`src/rtl/mem_arb_pkg.sv`:
```
// mem_arb_pkg: shared types for the pmem port arbiter.
// FSM state, transaction owner, default address/data widths.
package mem_arb_pkg;

  localparam int ADDR_W_DEF = 64;
  localparam int DATA_W_DEF = 64;

  typedef enum logic [1:0] {
    IDLE,
    ISSUE,
    WAIT,
    RESP
  } state_e;

  typedef enum logic {
    OWN_IFU,
    OWN_LSU
  } owner_e;

endpackage

```
`src/rtl/mem_arb_picker.sv`:
```
// mem_arb_picker: combinational IFU/LSU grant, one-hot {lsu,ifu}.
// Ports: ifu_valid, lsu_valid, last (rr build only), grant[1:0].
module mem_arb_picker
  import mem_arb_pkg::*;
(
  input  logic       ifu_valid,
  input  logic       lsu_valid,
`ifdef MEM_ARB_RR_EN
  input  owner_e     last,
`endif
  output logic [1:0] grant
);

  always_comb begin
    grant = 2'b00;
    priority case (1'b1)
`ifdef MEM_ARB_RR_EN
      (ifu_valid && lsu_valid):
        grant = (last == OWN_LSU) ? 2'b01 : 2'b10;
`endif
      lsu_valid: grant = 2'b10;
      ifu_valid: grant = 2'b01;
      default:   grant = 2'b00;
    endcase
  end

endmodule

```
`src/rtl/mem_port_arbiter.sv`:
```
// mem_port_arbiter: shares one pmem port between IFU and LSU, one txn at a time,
// with response watchdog. Ports: ifu_req/resp, lsu_req/resp, mem_req/resp. Macro MEM_ARB_RR_EN.
module mem_port_arbiter
  import mem_arb_pkg::*;
#(
  parameter int ADDR_W      = ADDR_W_DEF,
  parameter int DATA_W      = DATA_W_DEF,
  parameter int TIMEOUT_CYC = 255
) (
  input  logic              clk,
  input  logic              rst,
  input  logic              ifu_req_valid,
  output logic              ifu_req_ready,
  input  logic [ADDR_W-1:0] ifu_req_addr,
  output logic              ifu_resp_valid,
  output logic [DATA_W-1:0] ifu_resp_data,
  output logic              ifu_resp_err,
  input  logic              lsu_req_valid,
  output logic              lsu_req_ready,
  input  logic [ADDR_W-1:0] lsu_req_addr,
  input  logic              lsu_req_wen,
  input  logic [DATA_W-1:0] lsu_req_wdata,
  input  logic [DATA_W/8-1:0] lsu_req_wmask,
  output logic              lsu_resp_valid,
  output logic [DATA_W-1:0] lsu_resp_data,
  output logic              lsu_resp_err,
  output logic              mem_req_valid,
  input  logic              mem_req_ready,
  output logic [ADDR_W-1:0] mem_req_addr,
  output logic              mem_req_wen,
  output logic [DATA_W-1:0] mem_req_wdata,
  output logic [DATA_W/8-1:0] mem_req_wmask,
  input  logic              mem_resp_valid,
  input  logic [DATA_W-1:0] mem_resp_data
);

  localparam int MASK_W = DATA_W / 8;
  localparam int CNT_W  = $clog2(TIMEOUT_CYC + 1);
  localparam logic [CNT_W-1:0] CNT_LAST = CNT_W'(TIMEOUT_CYC - 1);

  state_e              state_q, state_d;
  owner_e              owner_q, owner_d;
  logic [ADDR_W-1:0]   addr_q, addr_d;
  logic                wen_q, wen_d;
  logic [DATA_W-1:0]   wdata_q, wdata_d;
  logic [MASK_W-1:0]   wmask_q, wmask_d;
  logic [CNT_W-1:0]    cnt_q, cnt_d;
  logic [DATA_W-1:0]   rdata_q, rdata_d;
  logic                err_q, err_d;
  logic [1:0]          grant;
  logic                idle_ok;
  logic                issue;
  logic                resp;

`ifdef MEM_ARB_RR_EN
  owner_e              rr_q, rr_d;
`endif

  mem_arb_picker u_picker (
    .ifu_valid (ifu_req_valid),
    .lsu_valid (lsu_req_valid),
`ifdef MEM_ARB_RR_EN
    .last      (rr_q),
`endif
    .grant     (grant)
  );

  // Ready is held low while rst is high so reset cycles show all-zero outputs.
  assign idle_ok       = (state_q == IDLE) && !rst;
  assign ifu_req_ready = idle_ok && grant[0];
  assign lsu_req_ready = idle_ok && grant[1];

  always_comb begin
    state_d = state_q;
    owner_d = owner_q;
    addr_d  = addr_q;
    wen_d   = wen_q;
    wdata_d = wdata_q;
    wmask_d = wmask_q;
    cnt_d   = cnt_q;
    rdata_d = rdata_q;
    err_d   = err_q;
`ifdef MEM_ARB_RR_EN
    rr_d    = rr_q;
`endif
    unique case (state_q)
      IDLE: begin
        if (lsu_req_ready) begin
          owner_d = OWN_LSU;
          addr_d  = lsu_req_addr;
          wen_d   = lsu_req_wen;
          wdata_d = lsu_req_wdata;
          wmask_d = lsu_req_wmask & {MASK_W{lsu_req_wen}};
          state_d = ISSUE;
        end else if (ifu_req_ready) begin
          owner_d = OWN_IFU;
          addr_d  = ifu_req_addr;
          wen_d   = 1'b0;
          wdata_d = '0;
          wmask_d = '0;
          state_d = ISSUE;
        end
`ifdef MEM_ARB_RR_EN
        if (lsu_req_ready || ifu_req_ready) rr_d = owner_d;
`endif
      end
      ISSUE: begin
        if (mem_req_ready) begin
          state_d = WAIT;
          cnt_d   = '0;
        end
      end
      WAIT: begin
        if (mem_resp_valid) begin
          rdata_d = wen_q ? '0 : mem_resp_data;
          err_d   = 1'b0;
          state_d = RESP;
        end else if (cnt_q == CNT_LAST) begin
          rdata_d = '0;
          err_d   = 1'b1;
          state_d = RESP;
        end else if (cnt_q != '1) begin
          cnt_d = cnt_q + 1'b1;
        end
      end
      RESP:    state_d = IDLE;
      default: state_d = IDLE;
    endcase
  end

  always_ff @(posedge clk) begin
    if (rst) begin
      state_q <= IDLE;
      owner_q <= OWN_IFU;
      addr_q  <= '0;
      wen_q   <= 1'b0;
      wdata_q <= '0;
      wmask_q <= '0;
      cnt_q   <= '0;
      rdata_q <= '0;
      err_q   <= 1'b0;
`ifdef MEM_ARB_RR_EN
      rr_q    <= OWN_LSU;
`endif
    end else begin
      state_q <= state_d;
      owner_q <= owner_d;
      addr_q  <= addr_d;
      wen_q   <= wen_d;
      wdata_q <= wdata_d;
      wmask_q <= wmask_d;
      cnt_q   <= cnt_d;
      rdata_q <= rdata_d;
      err_q   <= err_d;
`ifdef MEM_ARB_RR_EN
      rr_q    <= rr_d;
`endif
    end
  end

  assign issue = (state_q == ISSUE);
  assign resp  = (state_q == RESP);

  assign mem_req_valid = issue;
  assign mem_req_addr  = issue ? addr_q  : '0;
  assign mem_req_wen   = issue & wen_q;
  assign mem_req_wdata = issue ? wdata_q : '0;
  assign mem_req_wmask = issue ? wmask_q : '0;

  assign ifu_resp_valid = resp && (owner_q == OWN_IFU);
  assign ifu_resp_data  = ifu_resp_valid ? rdata_q : '0;
  assign ifu_resp_err   = ifu_resp_valid & err_q;
  assign lsu_resp_valid = resp && (owner_q == OWN_LSU);
  assign lsu_resp_data  = lsu_resp_valid ? rdata_q : '0;
  assign lsu_resp_err   = lsu_resp_valid & err_q;

endmodule
```
`config.mk`:
```
export PLATFORM = sky130hd
export DESIGN_NAME = mem_port_arbiter
export DESIGN_NICKNAME = d
export VERILOG_FILES = /design/src/rtl/mem_arb_pkg.sv /design/src/rtl/mem_arb_picker.sv /design/src/rtl/mem_port_arbiter.sv
export SDC_FILE = /design/constraint.sdc
export NUM_CORES = 1
export LEC_CHECK = 0
export ABC_AREA = 1
export CORE_AREA = 2 2 210 212
export CTS_BUF_LIST = sky130_fd_sc_hd__clkbuf_8
export DETAILED_ROUTE_END_ITERATION = 8
export DIE_AREA = 0 0 212 214
export REMOVE_ABC_BUFFERS = 1
export SLEW_MARGIN = 20
export SYNTH_ARGS = -nofsm -noshare
export SYNTH_HDL_FRONTEND = slang
export SYNTH_HIERARCHICAL = 1
export SYNTH_SLANG_ARGS = --single-unit
```
`constraint.sdc`:
```
create_clock -name clk -period 1.9 [get_ports clk]
set_clock_uncertainty 0.2 [all_clocks]
set_input_delay 0.285 -clock clk [delete_from_list [all_inputs] [get_ports clk]]
set_output_delay 0.285 -clock clk [all_outputs]
set_load 0.02 [all_outputs]
```
==> key figures <==
STA
  – FMAX: 420 MHz
  – Pins Over Slew Limit: 0
  – Fin crit share: 125%
  – Max_slew headroom: 72.5%
  – RSZ-0062 raised after global routing: true
  – Worst hold slack: 64.2 ps
  – Least-Margin Pin Slew: 412 ps
  – Fin. Hold Viols: 0
  – Final worst slack: -482 ps
  – Final min period: 2380 ps
  – Final setup viols: 415

Die
  – Die X: 212 um
  – FP Rows: 76
  – Placeable Area: 42900 um^2
  – Initial Utilization: 23.9%
  – I/O pins: 543
  – Die area: 45400 um^2
  – Chip height: 214 um

Power
  – Final Power: 17.1 mW
  – Maximum VDD drop: 529 uV
  – P_int: 11.0 mW
  – Clock power share: 27.4%
  – Switch share: 35.8%
  – Net Sw Power: 6.11 mW
  – Logic pwr share: 40.5%
  – Leak: 8.68 nW
  – Power share of the sequential group: 32.1%
  – P per Cell Area: 911 nW/um^2

Global route
  – Tot GR Track Use: 17.4%
  – Grt ovf: 0
  – First-pass GRT wire length: 62900 um
  – Met3 Use GR: 6.44%
  – GR Util met1: 19.3%
  – Grt peak-use layer: met2
  – Number of global-route vias before repair: 11700
  – Largest net degree at the start of global routing: 88
  – Initial antenna violation count: 1
  – Met2 usage: 30.7%

Logic synthesis
  – Mux share of post-synthesis cell area: 0%
  – Synth area leader: dfxtp_1
  – EDFF count, synth: 0
  – Fraction of the mapped netlist area in simple logic gates: 29.1%
  – Avg Synthesized Cell Area: 6.43 um^2
  – Post-Synth Adder-Cell Area: 0.734%
  – Largest family of logic cells by synthesized area: simple AND/OR/NAND/NOR gates
  – Post-synthesis xor/xnor area fraction: 0%
  – Top FF cell, synth: dfxtp_1
  – YS warnings: 6
  – Yosys top cell area share: 41.7%
  – Post-synth ARST share: 0%
  – Mapped Area: 10200 um^2
  – Synth Area in Compound Gates: 14.3%
  – Top post-synthesis cells by area: dfxtp_1, nand2_1, inv_1
  – Top post-synthesis cells by count: nand2_1, inv_1, dfxtp_1
  – FF+latch count, synth: 213
  – Count leader, synth: nand2_1
  – Post-synthesis sequential area ratio: 41.7%
  – Unique cell type count in the Yosys netlist: 28
  – Mapped Cells: 1592

Detailed routing
  – DRC: 0
  – Routed WL: 44700 um
  – First-pass iteration count of the detailed router: 6
  – Vias: 12400
  – Vias per cell: 4.43
  – Routed wire length per instance: 16.0 um
  – Drt initial violations: 479
  – Final antenna-violating net count: 0

Setup path
  – Worst path slowest cell: dfxtp_4
  – Worst stage delay on the critical path: 370 ps
  – Setup crit start: state_q[1]$_SDFFE_PP0P_
  – Reg-to-Reg Start: state_q[0]$_SDFFE_PP0P_
  – R2r setup slk: -290 ps
  – CP Capture Type: output port
  – Worst EP arrival: 1900 ps
  – Cell Chain, Critical Path: ha_4, inv_1, nor2_4, inv_6, buf_8, buf_16, nor2_1, buf_4
  – Buf/Inv on CP: 5
  – Crit path kind: flop to output port
  – Startpoint types: flop
  – Critical Path RT: 1410 ps
  – Crit-path leading delay family: buffers and inverters
  – Crit Path Max Fanout: 11

Placed design
  – Buffers on Ports: 542
  – Final HPWL DP: 31300 um
  – Pre-CTS setup slack: -388 ps
  – Gpl congestion: 0.843

Worst hold path
  – Hold Path Class: input pin to flop
  – Hold path startpoint: rst

Final layout
  – Layout cells sized above 1: 29.6%
  – Area delta synth->final: 83.0%
  – Nets@finish: 2457

Clock network
  – Sink Count: 213
  – Worst-path clk slew: 60 ps
  – Clk root buf: clkbuf_8
  – CTS tree: yes
  – H-tree depth: 2
  – Worst-case clock buffer depth: 3
  – Clock network latency to the later pin of the worst-skew pair: 570 ps
  – CTS Buf Count: 39

Run
  – MaxCap Viol Count: 0

Status
  – Failing checks: negative setup slack
  – Status: finished, violations left
## worst min-delay path, stage by stage
cell and delay [ps]:
buf_4 130, inv_6 60, nand3_2 90, buf_4 130, nand3_1 60, nand2_1 50
## cell usage in the layout (no fill, tap or decap), drive strengths merged
cell / instances
nand2: 517
buf: 375
clkdlybuf4s50: 269
inv: 242
dfxtp: 213
nor2: 151
a21oi: 142
nand3: 79
o21ai: 65
a31oi: 64
clkbuf: 57
clkinv: 7
dlygate4sd3: 6
ha: 6
nand4: 3
bufinv: 3
diode: 1
o21bai: 1
o31ai: 1
nor3: 1
nand3b: 1
a21boi: 1
clkinvlp: 1
clkdlybuf4s15: 1
dlymetal6s2s: 1
## sequential cells by signal (all words and copies together), names as in the netlist
signal / count
addr_q: 64
rdata_q: 64
wdata_q: 64
cnt_q: 8
wmask_q: 8
state_q: 2
err_q: 1
owner_q: 1
wen_q: 1
## through the flow
stage / utilization [%] / instances / TNS (ps) / cell area, um^2
floorplan: - / 1477 / -631080 / 9650
global placement: 39.2 / 2689 / -72680 / 16800
finish: 43.7 / 2793 / -110860 / 18700
global route: 43.7 / 2792 / -165530 / 18700
CTS: 41.2 / 2767 / -210830 / 17700
detailed placement: 39.2 / 2689 / -77810 / 16800
## logic make-up (layout without fill, tap and decap cells)
kind of cell               after synthesis  in the layout
AOI/OAI and AO/OA                      274            274
adders and majority gates                6              6
buffers and inverters                  347            962
DFF                                    213            213
other                                    0              1
and+or+nand+nor                        752            752
## worst paths after layout
kind	cells after the start	endpoint
setup reg to reg	13	cnt_q[7]$_SDFFE_PP0P_
hold reg to reg	2	wdata_q[60]$_SDFFE_PP0P_
hold / removal	6	owner_q$_SDFFE_PP0P_
setup / recovery	8	ifu_resp_data[2]
## final cells by class
type                            instances  area (um^2)
Fill cell                            4290        24200
Timing Repair Buffer                  662         6830
Multi-Input combinational cell       1032         5180
Sequential cell                       213         4270
Inverter                              232          891
Tap cell                              585          732
Clock buffer                           47          647
Clock inverter                         21          170
Antenna cell                            1         2.50
## power by group through the flow
stage                     logic, mW  clock network [mW]  registers (mW)
after floorplan                2.51                   0            5.39
after global placement         5.41                   0            5.47
after detailed placement       5.47                   0            5.48
after CTS                      5.57                4.86            5.41
after global routing           7.48                5.06            5.54
final                          6.92                4.67            5.48
## what timing repair did
item,CTS,global route
gates resized for setup,431,1177
hold buffers,6,0
gates cloned,2,13
setup endpoints to repair,416,448
endpoints found under the hold margin,14,0
setup buffers,2,12
pin swaps,1,35
## routing by layer
layer  vias up  wire length, um
met2       496            22000
met3        67             4110
met5         -                0
met1      5701            17400
li1       6098                -
met4         0             1150
Note: power is estimated with default switching activity, not from simulation.
